<file path="src/rtl/uart_rx_fsm.sv">
// UART receive frame controller: start detect, bit timing, deserialisation,
// parity/stop checking and a one-cycle result strobe per frame.
module uart_rx_fsm #(
    parameter int DATA_W = 8
) (
    input  logic              CLK,
    input  logic              Reset,
    input  logic [4:0]        Prescale,
    input  logic              S_Data,
    input  logic              PAR_EN,
    input  logic              PAR_TYP,
    input  logic              sampled,
    input  logic              Sampled_bit,
    output logic [4:0]        edge_count,
    output logic              S_EN,
    output logic [DATA_W-1:0] P_Data,
    output logic              Data_valid,
    output logic              Parity_error,
    output logic              Stop_error
);

    localparam int BW = $clog2(DATA_W);
    localparam logic [BW-1:0] LAST_BIT = BW'(DATA_W - 1);

    typedef enum logic [2:0] {IDLE, START, DATA, PARITY, STOP} state_t;

    state_t            state, state_nx;
    logic [BW-1:0]     bit_idx;
    logic [DATA_W-1:0] sr;
    logic              par_err;
    logic              wrap;

    assign S_EN = (state != IDLE);
    assign wrap = (state != IDLE) && (edge_count == Prescale - 5'd1);

    always_ff @(posedge CLK or negedge Reset) begin
        if (!Reset) state <= IDLE;
        else        state <= state_nx;
    end

    always_comb begin
        state_nx = state;
        case (state)
            IDLE:    if (!S_Data) state_nx = START;
            START: begin
                if (sampled && Sampled_bit) state_nx = IDLE;
                else if (wrap)              state_nx = DATA;
            end
            DATA:    if (wrap && bit_idx == LAST_BIT) state_nx = PAR_EN ? PARITY : STOP;
            PARITY:  if (wrap) state_nx = STOP;
            // Leave on the stop strobe, not the wrap, so the next start edge is not missed.
            STOP:    if (sampled) state_nx = IDLE;
            default: state_nx = IDLE;
        endcase
    end

    // Counter is zero in every IDLE cycle and in the first START cycle.
    always_ff @(posedge CLK or negedge Reset) begin
        if (!Reset)
            edge_count <= '0;
        else if (state == IDLE || state_nx == IDLE || wrap)
            edge_count <= '0;
        else
            edge_count <= edge_count + 5'd1;
    end

    always_ff @(posedge CLK or negedge Reset) begin
        if (!Reset)
            bit_idx <= '0;
        else if (state == START && wrap)
            bit_idx <= '0;
        else if (state == DATA && wrap)
            bit_idx <= bit_idx + 1'b1;
    end

    always_ff @(posedge CLK or negedge Reset) begin
        if (!Reset) begin
            sr      <= '0;
            par_err <= 1'b0;
        end else if (state == IDLE && !S_Data) begin
            sr      <= '0;
            par_err <= 1'b0;
        end else if (state == DATA && sampled) begin
            sr <= {Sampled_bit, sr[DATA_W-1:1]};
        end else if (state == PARITY && sampled) begin
            if (Sampled_bit != ((^sr) ^ PAR_TYP)) par_err <= 1'b1;
        end
    end

    always_ff @(posedge CLK or negedge Reset) begin
        if (!Reset) begin
            P_Data       <= '0;
            Data_valid   <= 1'b0;
            Parity_error <= 1'b0;
            Stop_error   <= 1'b0;
        end else begin
            Data_valid   <= 1'b0;
            Parity_error <= 1'b0;
            Stop_error   <= 1'b0;
            if (state == STOP && sampled) begin
                Stop_error   <= ~Sampled_bit;
                Parity_error <= par_err;
                if (Sampled_bit && !par_err) begin
                    Data_valid <= 1'b1;
                    P_Data     <= sr;
                end
            end
        end
    end

endmodule

</file>
<file path="config.mk">
export PLATFORM = sky130hd
export DESIGN_NAME = uart_rx_fsm
export DESIGN_NICKNAME = d
export VERILOG_FILES = /design/src/rtl/uart_rx_fsm.sv
export SDC_FILE = /design/constraint.sdc
export NUM_CORES = 1
export LEC_CHECK = 0
export CAP_MARGIN = 15
export CORE_UTILIZATION = 40
export CTS_BUF_LIST = sky130_fd_sc_hd__clkbuf_4 sky130_fd_sc_hd__clkbuf_8 sky130_fd_sc_hd__clkbuf_16
export CTS_CLUSTER_SIZE = 16
export DETAILED_ROUTE_END_ITERATION = 7
export PLACE_DENSITY = 0.67
export SYNTH_ARGS = -nofsm -noshare
export SYNTH_HDL_FRONTEND = slang
export SYNTH_SLANG_ARGS = --single-unit
export TNS_END_PERCENT = 1
</file>
<file path="constraint.sdc">
create_clock -name CLK -period 2.4 [get_ports CLK]
set_clock_uncertainty 0.1 [all_clocks]
set_input_delay 0.48 -clock CLK [delete_from_list [all_inputs] [get_ports CLK]]
set_output_delay 0.48 -clock CLK [all_outputs]
set_load 0.02 [all_outputs]
</file>
==> results of run 1 <==
==> logic make-up after synthesis <==
family / synth area share, %
buf+inv: 3.19
simple gates: 11.7
compound gates: 15.4
flops: 49.4
fa+ha+maj: 3.19
xor+xnor: 10.0
mux: 7.02
==> power by group <==
part	switching [uW]	total, uW	internal [uW]	leakage, uW
combinational	321	643	322	0.000477
clock	170	394	224	0.0000470
sequential	131	740	609	0.000410
==> how the worst max path moves through the flow <==
stage,start,endpoint,slack [ns],cells after the start
floorplan,Prescale[0],bit_idx[2],0.23,7
global placement,Prescale[0],bit_idx[2],-0.21,8
detailed placement,Prescale[0],bit_idx[0],-0.29,9
CTS,Prescale[0],bit_idx[0],0.003,9
global route,state[1],S_EN,0.03,2
finish,state[1],S_EN,0.06,2
==> per-layer routing <==
layer  routed length [um]  global-route usage, %  vias up
met4                   42                   7.22        0
li1                     -                      -      566
met3                  189                   4.93        7
met1                 1310                   19.9      570
met2                 1460                   27.8       38
met5                    0                      0        -
==> state kept, by name (all words and copies together), names as in the netlist <==
signal	count
P_Data	8
par_err	1
state	3
Data_valid	1
Stop_error	1
bit_idx	3
Parity_error	1
edge_count	5
sr	8
==> metrics by stage <==
| stage | utilization [%] | instance area [sq um] | setup slack [ns] | setup TNS, ns | hold WS (ns) |
|---|---|---|---|---|---|
| 2_1_floorplan | - | 1570 | 0.231 | 0 | 0.0844 |
| 3_3_place_gp | 52.4 | 1950 | -0.211 | -0.784 | 0.389 |
| 3_5_place_dp | 52.4 | 1950 | -0.290 | -1.27 | 0.392 |
| 4_1_cts | 54.7 | 2030 | 0.00269 | 0 | 0.406 |
| 5_1_grt | 55.6 | 2070 | 0.0327 | 0 | 0.426 |
| 6_report | 55.6 | 2070 | 0.0618 | 0 | 0.400 |
==> timing repair <==
action,4_1_cts,5_1_grt
gates resized for setup,0,7
setup buffers,0,0
setup endpoints to repair,0,6
endpoints found under the hold margin,0,0
==> cell usage in the layout (no fill, tap or decap), types with 2 or more instances in the layout <==
| master | count |
|---|---|
| mux2_2 | 8 |
| nand3_1 | 5 |
| clkdlybuf4s50_1 | 26 |
| clkbuf_8 | 6 |
| inv_1 | 6 |
| a22o_1 | 9 |
| xor2_1 | 5 |
| mux2i_1 | 2 |
| dfrtp_1 | 30 |
| o21ai_0 | 3 |
| nor2_1 | 12 |
| nand2b_1 | 2 |
| dlymetal6s2s_1 | 2 |
| ha_1 | 3 |
| xnor2_1 | 12 |
| buf_4 | 8 |
| o41ai_1 | 2 |
| or3_1 | 3 |
| a21o_2 | 2 |
| nand2_1 | 7 |
| a21oi_1 | 3 |
| nand3b_1 | 2 |
==> cell usage after synthesis, types with 4 or more instances <==
master    count
a22o_1        9
dfrtp_1      31
xor2_1        5
ha_1          4
xnor2_1      13
clkbuf_1      5
inv_1         7
nor2_1       12
mux2_2        8
nand2_1       7
nand3_1       5
==> worst max-delay path, stage by stage, from the launching register on <==
cell	delay (ns)
dfrtp_2	0.49
or3_1	0.44
clkdlybuf4s50_1	0.56
==> cell type report <==
cell class,instances,share of cell area (%)
sequential,31,37.6
multi-input combinational,96,37.3
tap,48,2.91
clock buffer,6,4.00
inverter,7,1.27
clock inverter,1,0.242
timing repair buffer,36,16.7
==> results.md, run 1 <==
- Status: completed
- Drt drc: 0
- Worst-path clk slew: 0.06 ns
- Total iterations of the first detailed-routing run: 4
- Crit Path Max Fanout: 13
- R2R depth: 4
- Fill count: 341
- EDFF count, synth: 0
- Net Count, Synth: 156
- Rel. slew slack: 63.8%
- CP arrival: 1.76 ns
- Worst hold-check path type: flip-flop to flip-flop
- Synth Area per Inst: 11.2 sq um
- CTS tree: yes
- Top post-synthesis cells by area: dfrtp_1 (49%), xnor2_1 (7.3%), mux2_2 (5.7%)
- Initial antenna violation count: 0
- Die X: 64.6 um
- Post-synth top area cell: dfrtp_1
- Top_reg_cell synth: dfrtp_1
- Multi-input logic area: 771 sq um
- Hpwl dp: 2230 um
- Final net count: 193
- CTS Buf Count: 5
- Routability Congestion: 0.817
- First-pass GRT wire length: 5340 um
- Vias: 1181
- Endpoints failing setup: 0
- H-tree depth: 2
- Clk buf depth: 2
- Core Region: 3720 sq um
- Critical Path Source Type: flip-flop
- Initial Util: 42.2%
- Max cap viols: 0
- Mapped cell area: 1570 sq um
- Rows: 22
- Reg2reg setup slack: 0.38 ns
- Die Area: 4180 sq um
- Worst slew pin tran: 0.540 ns
- WS Path Type: flip-flop to primary output
- Min-Delay Path Depth: 2
- Routed vias/inst: 5.25
- Diodes inserted: 0
- Final hold viol count: 0
- Peak supply drop: 0.354 mV
- Total gr overflow: 0
- Yosys top cell area share: 49.4%
- Total GRT Usage: 16.7%
- Max Clock Freq: 428 MHz
- Sink Count: 31
- Max Slew Vio Count: 0
- Placed insts: 218
- Register area: 777 sq um
- Worst EP required: 1.82 ns
- Tcrit/Tclk final: 97.4%
- Post-synth cell types: 33
- CTS Hold Bufs: 0
- Fraction of final layout cells sized beyond drive strength 1: 19.8%
- Area delta synth->final: 31.7%
- Worst skew pair latency: 0.27 ns
- #FFs+latches synth: 31
- Vias in the first global route: 1214
- Worst r2r src: state[1]
- Hold_sp: par_err
- CP Capture Type: primary output
- Setup repair after global routing missed its margin: no
- CTS root buffer: clkbuf_8
- Post-Layout Cell Count: 225
- Routed WL per cell: 13.3 um
- Ys async rst share: 100%
- Iteration-0 DRC Markers: 51
- Worst Hold End: Parity_error
- Pwr Density: 860 nW/um^2
- Leakage: 0.000934 uW
- Total power draw: 1780 uW
- I/O Pins: 29
- Largest net degree at the start of global routing: 32
- R2r endpoint: P_Data[2]
- Port Buf Inserts: 28
- Final wirelength: 3000 um
- Final Critical Period: 2.34 ns
- Die height: 64.6 um
- Sequential-to-total area share from yosys stat: 49.4%
- Post-route ant nets: 0
- Mapped Cells: 140
- Synth warn: 0
Power figures use the tool's default switching activity.
==> run 2, diff against run 1 <==
Settings changed: CAP_MARGIN 15 to default.
==> results of run 2 <==
Same layout as run 1: the final DEF is identical, and so are final timing and power.
